`config.mk`:
```
export PLATFORM = sky130hd
export DESIGN_NAME = fir_sample_fifo
export DESIGN_NICKNAME = d
export VERILOG_FILES = /design/src/rtl/fir_sample_fifo.sv
export SDC_FILE = /design/constraint.sdc
export NUM_CORES = 1
export LEC_CHECK = 0
export ABC_AREA = 0
export CAP_MARGIN = 10
export CORE_MARGIN = 3
export CORE_UTILIZATION = 40
export DETAILED_ROUTE_END_ITERATION = 8
export GPL_TIMING_DRIVEN = 0
export SETUP_SLACK_MARGIN = 0.15
export SLEW_MARGIN = 10
export SYNTH_ARGS = -nofsm -noshare
export SYNTH_HDL_FRONTEND = slang
export SYNTH_SLANG_ARGS = --single-unit
```
`constraint.sdc`:
```
create_clock -name clk -period 2.51 [get_ports clk]
set_input_delay 0.3765 -clock clk [delete_from_list [all_inputs] [get_ports clk]]
set_output_delay 0.3765 -clock clk [all_outputs]
set_load 0.01 [all_outputs]
```
`src/rtl/fir_sample_fifo.sv`:
```
// rtl/fir_sample_fifo.sv - strobe-qualified sample FIFO feeding the FIR input stream
//
// Ports:
//   clk, reset           system clock, synchronous active-high reset
//   in_data              raw sample from pins (held stable around each strobe)
//   in_strobe            asynchronous strobe; each rising edge enqueues in_data
//   ovf_clr              clears the sticky overflow flag
//   m_axis_fir_tdata     head-of-FIFO sample, forced to 0 when empty
//   m_axis_fir_tvalid    FIFO non-empty
//   m_axis_fir_tready    FIR accepts the head sample
//   overflow             sticky; a strobe edge was dropped on a full FIFO
//   level                current occupancy, 0..DEPTH

module fir_sample_fifo #(
  parameter int DATA_W = 6,
  parameter int DEPTH  = 4
) (
  input  logic                       clk,
  input  logic                       reset,
  input  logic [DATA_W-1:0]          in_data,
  input  logic                       in_strobe,
  input  logic                       ovf_clr,
  output logic [DATA_W-1:0]          m_axis_fir_tdata,
  output logic                       m_axis_fir_tvalid,
  input  logic                       m_axis_fir_tready,
  output logic                       overflow,
  output logic [$clog2(DEPTH):0]     level
);

  localparam int AW = $clog2(DEPTH);
  localparam int LW = AW + 1;

  logic              s1, s2, s3;
  logic [AW-1:0]     wr_ptr, rd_ptr;
  logic [DATA_W-1:0] mem [DEPTH];

  logic push, pop, full, do_write, drop;

  // s1 is the metastability-absorbing stage; edge detect uses the settled s2/s3.
  // Resetting them high means a strobe held high across reset must first go low.
  always_ff @(posedge clk) begin
    if (reset) begin
      s1 <= 1'b1;
      s2 <= 1'b1;
      s3 <= 1'b1;
    end else begin
      s1 <= in_strobe;
      s2 <= s1;
      s3 <= s2;
    end
  end

  assign push     = s2 & ~s3;
  assign pop      = m_axis_fir_tvalid & m_axis_fir_tready;
  assign full     = (level == LW'(DEPTH));
  // A pop frees the head slot in the same edge, so a full FIFO can still take a push.
  assign do_write = push & (~full | pop);
  assign drop     = push & full & ~pop;

  always_ff @(posedge clk) begin
    if (do_write) begin
      mem[wr_ptr] <= in_data;
    end
  end

  always_ff @(posedge clk) begin
    if (reset) begin
      wr_ptr   <= '0;
      rd_ptr   <= '0;
      level    <= '0;
      overflow <= 1'b0;
    end else begin
      if (do_write) begin
        wr_ptr <= wr_ptr + AW'(1);
      end
      if (pop) begin
        rd_ptr <= rd_ptr + AW'(1);
      end
      case ({do_write, pop})
        2'b10:   level <= level + LW'(1);
        2'b01:   level <= level - LW'(1);
        default: level <= level;
      endcase
      // A new drop takes priority over a clear in the same cycle.
      if (drop) begin
        overflow <= 1'b1;
      end else if (ovf_clr) begin
        overflow <= 1'b0;
      end
    end
  end

  assign m_axis_fir_tvalid = (level != '0);
  assign m_axis_fir_tdata  = m_axis_fir_tvalid ? mem[rd_ptr] : '0;

endmodule

```
* After elaboration in Yosys (flattened, before gate mapping)
Memories as Yosys holds them, arrays and structs flattened. A register that Yosys moved wholly into a read port is not among the register bits.
Index checks and enable logic that the tools add are counted.
** Word-level totals
- Bits in registers :: 11
- Memory bits (writable) :: 24
- Bits of input ports :: 11
- Output and inout port bits :: 11
- Logic and storage cells :: 35
- Memories kept :: 1
** Operators by class
- $add $sub $neg :: 4
- Eq/ne operators :: 3
- Muxes and demuxes :: 8
- Bitwise gates (word level) :: 9
- Reduce and logical (&&, ||, !) cells :: 3
** Memory list
- mem :: depth 4, bits a word 6, read ports 1, clocked after memory_dff 1, wr ports 1, RTL line 35 : logic [DATA_W-1:0] mem [DEPTH];
** Operators by type and width (number)
- 6-bit 2-to-1 mux :: 1
- 3-bit case mux with 2 select lines :: 1
- 1-bit AND :: 5
- 2-bit by 1-bit adder with 2-bit output, second input constant :: 2
- 1-bit 2-to-1 mux :: 4
- 2-bit 2-to-1 mux :: 2
- 2-bit nonzero test :: 2
- 3-bit by 1-bit adder with 3-bit output, second input constant :: 1
- 3-bit equality test, second input constant :: 1
- 1-bit inverter :: 3
- 3-bit nonzero test :: 1
- 3-bit by 1-bit subtractor with 3-bit output, second input constant :: 1
- 2-bit by 1-bit equality test with 1-bit output, second input constant :: 1
- 2-bit equality test, second input constant :: 1
- 1-bit OR :: 1

* Logic depth before layout (Yosys ltp)
- Depth after elaboration :: 6
- Depth in mapped cells :: 9
- Depth with buffers taken out :: 9

* Worst setup path before layout
No wires, ideal clock.
- Kind :: register to register
- From :: reg level[0]
- To :: reg level[2]
- Setup time :: 70 ps
- Data arrival time :: 2044 ps
- Data required time :: 2440 ps
- Setup slack :: 396 ps
- Cell stages (with the launch flop) :: 10
- Buffers on the path :: 0
- Clock period less this slack :: 2114 ps
- Cell sequence :: dfxtp_1 -> nor4b_4 -> nor3b_4 -> inv_1 -> ha_1 -> inv_1 -> fa_1 -> xor2_1 -> or3_1 -> a21oi_1
** Between the ends
- Cells in the longest elaborated chain, start to end :: 6
- Elaborated cells between the ends (all ways) :: 12
- Those cells by class :: 2 x add/sub; 3 x eq/ne; 1 x mux; 4 x bitwise; 2 x reduce/logical
** RTL lines
- start, declared :: RTL line 27 : output logic [$clog2(DEPTH):0] level
- start signal, assigned :: RTL line 80 : 2'b10: level <= level + LW'(1);
- start signal, assigned :: RTL line 81 : 2'b01: level <= level - LW'(1);
- start signal, assigned :: RTL line 82 : default: level <= level;
- 3-bit nonzero test or 3-bit equality test (tied branches) :: RTL line 93, 55
- 1-bit AND or 1-bit inverter (tied branches) :: RTL line 54, 57
- 1-bit OR :: RTL line 57 : assign do_write = push & (~full | pop);
- 1-bit AND :: RTL line 57
- 2-bit by 1-bit equality test with 1-bit output or 2-bit equality test (tied branches) :: RTL line 79 : case ({do_write, pop})
- 3-bit case mux with 2 select lines or 2-bit nonzero test (tied branches)
Parallel ways exist; a longest one is shown, timed or not.
A chain may end at the register's enable or synchronous reset.

==> flow_metrics.py <==
metrics = {
    "outcome": {
        "status": "completed",
    },
    "yosys": {
        "synth_area_leaders": "edfxtp_1, dfxtp_1, mux4_2, ha_1, nor2b_1",
        "synth_most_common_cell": "edfxtp_1",
        "ys_ff_latch": 37,
        "synthArstFlopShare": 0,
        "syn_area_per_cell_um2": 15.1,
        "yosys.area_share.simple": 0.133,
        "yosys_warnings": 0,
        "synthXorXnorAreaFrac": 0.0172,
        "synth_fp_nets": 118,
        "synthCells": 101,
        "synth_top_area_frac": 0.471,
        "synth_area_leader_cell": "edfxtp_1",
        "synth_compound_area_frac": 0.0245,
        "synth-main-ff-cell": "edfxtp_1",
        "synth_edf_count": 24,
        "synth_top_family_by_area": "simple AND/OR/NAND/NOR gates",
        "ys_types": 25,
        "ys_seq_area_frac": 0.642,
        "synthAdderAreaFrac": 0.0540,
        "synthMuxAreaShare": 0.105,
        "synth_common_cells": "edfxtp_1, dfxtp_1, inv_1",
        "syn_area_um2": 1530,
    },
    "clocking": {
        "cts_root_buf": "clkbuf_8",
        "cts-htree-levels": 2,
        "cts_tree": "done",
        "worst_skew_pair.late_latency_ns": 0.28,
        "cts_buffer_depth": 2,
        "cts_sinks": 37,
        "path_clk_slew_ns": 0.07,
        "numCtsBuffers": 5,
    },
    "timing": {
        "tightestPinTransition_ns": 0.431,
        "setup_viol": 0,
        "fmax_ghz": 0.442,
        "period_share": 0.902,
        "relSlewSlack": 0.712,
        "fin_crit_ns": 2.26,
        "setup_tns_ns": 0,
        "skew_ns": 0.00650,
        "rsz0062_at_grt": "true",
        "finalHoldViolCount": 0,
        "slew_viol_final": 0,
    },
    "global_routing": {
        "grt_max_degree": 13,
        "grt_first_pass_wirelength_mm": 4.02,
        "antenna_found_initial": 0,
        "grt_pass1_vias": 864,
        "grt_overflow": 0,
        "grt.total_usage": 0.126,
    },
    "power_and_ir_drop": {
        "p_sw_frac": 0.207,
        "powerDensity_nw_per_um2": 676,
        "leakagePower_nw": 0.729,
        "p_switching_uw": 271,
        "combPwrFrac": 0.113,
        "p_int_mw": 1.04,
        "vdd_ir_drop_max_mv": 0.333,
        "p_seq_frac": 0.514,
        "clockPowerShare": 0.373,
    },
    "floorplanning": {
        "dieArea_um2": 4600,
        "die_w_um": 67.8,
        "die_y_um": 67.8,
        "start_util": 0.438,
        "ioPinCount": 22,
        "core_area_um2": 3490,
        "rows": 21,
    },
    "finish": {
        "layout.nets": 147,
        "fill_cells": 285,
        "n_antenna_cell": 0,
        "drive_gt1_frac": 0.168,
        "area_growth_pct": 26.4,
        "postLayoutCoreUtil": 0.553,
    },
    "route": {
        "drt_wl_total_mm": 2.39,
        "drc": 0,
        "wl_met2_mm": 1.23,
        "dr_wl_met3_um": 141,
        "wl_per_cell_um": 13.5,
        "top_layer_used": "met3",
        "num_vias": 811,
        "first_iter_violations": 26,
        "ant_nets": 0,
        "wl_met1_mm": 1.02,
        "route.detailed.vias_per_inst": 4.58,
        "drt_first_pass_iters": 3,
    },
    "setup_path": {
        "cp.required_ns": 2.13,
        "critPathMaxFanout": 6,
        "cp.arrival_ns": 1.89,
        "critical_path_class": "reg2out",
        "endpoint_kind": "output pin",
        "critPathLaunchType": "register",
    },
    "hold_path": {
        "hold_class": "reg2reg",
    },
    "placement": {
        "io_buffers": 21,
        "gp_congestion": 0.647,
        "hpwlAfterDp_mm": 1.74,
    },
    "run": {
        "maxCapViolCount": 0,
    },
}
[power by group through the flow]
stage | Clock, mW | Combinational [mW] | Sequential [mW]
after floorplan | 0 | 0.0777 | 0.685
after global placement | 0 | 0.146 | 0.685
after detailed placement | 0 | 0.149 | 0.685
after CTS | 0.509 | 0.151 | 0.672
after global routing | 0.545 | 0.165 | 0.674
final | 0.488 | 0.147 | 0.673
[registers in the layout (all words and copies together), names as in the netlist, named ones only]
signal    flops
rd_ptr        2
mem          24
level         3
s1            1
s2            1
overflow      1
s3            1
wr_ptr        2
[logic make-up after synthesis]
| family | Yosys count |
|---|---|
| DFF | 37 |
| and+or+nand+nor | 30 |
| buffers and inverters | 10 |
| muxes | 8 |
| AOI/OAI and AO/OA | 7 |
| adders and majority gates | 6 |
| xor gates and xnor gates | 3 |
[layout by cell type, fill, tap and decap left out]
master           count
mux2i_1              1
ha_1                 5
nor4b_4              1
buf_4                2
a21oi_1              4
bufinv_16            1
mux2_4               1
dlymetal6s2s_1       5
o31ai_1              1
and2_1               4
nor2b_1              6
nor2_1               7
nor3_4               1
mux4_2               6
o21ai_0              2
fa_1                 1
xor2_1               3
nand2_1              1
dfxtp_1             13
or3_1                2
nand2b_1             3
or2_2                3
clkbuf_8             5
nand3b_1             1
clkbuf_1             2
nor3b_4              1
clkdlybuf4s50_1     16
inv_1                8
clkinv_2             1
edfxtp_1            24
[worst max-delay path: stages (launching register included)]
cell	delay, ns
dfxtp_1	0.31
buf_4	0.17
mux4_2	0.50
nor2b_1	0.14
clkdlybuf4s50_1	0.48
[routing by layer]
layer	track usage	up-vias
met5	0	-
met4	0.0521	0
met3	0.0591	0
met2	0.205	22
met1	0.142	376
li1	-	413
[what timing repair did]
action                                  in CTS  in global routing
hold buffers                                 0                  0
setup buffers                                0                  1
resized for setup                            1                  6
gates cloned                                 0                  0
pin swaps                                    0                  1
endpoints found under the setup margin       6                  8
[layout make-up]
cell class / count / area (um^2) / share of cell area
clock buffers: 6 / 72.6 / 0.0375
well taps: 46 / 57.6 / 0.0298
clock inverters: 2 / 35.0 / 0.0181
multi-input cells: 54 / 515 / 0.267
plain buffers: 2 / 11.3 / 0.00583
inverters: 8 / 30.0 / 0.0155
flip-flops and latches: 37 / 981 / 0.507
repair buffers: 22 / 230 / 0.119
[final timing paths]
check	from	to	slack, ns	cells past startpoint
worst max-delay path	register	m_axis_fir_tdata[2]	0.25	4
worst min-delay path	s1	s2	0.41	1
worst max register to register	level[0]	level[2]	0.29	9
worst min register to register	s1	s2	0.41	1
[per-stage QoR]
step	worst slack, ns	hold WS, ns	instances	total power [mW]	cell area, um^2
6_report	0.246	0.410	177	1.31	1930
5_1_grt	0.144	0.439	177	1.38	1930
4_1_cts	0.160	0.413	176	1.33	1910
3_5_place_dp	-0.145	0.394	168	0.834	1800
3_3_place_gp	-0.132	0.394	168	0.831	1800
2_1_floorplan	0.396	0.389	101	0.762	1530
Note: power is estimated with default switching activity, not from simulation.
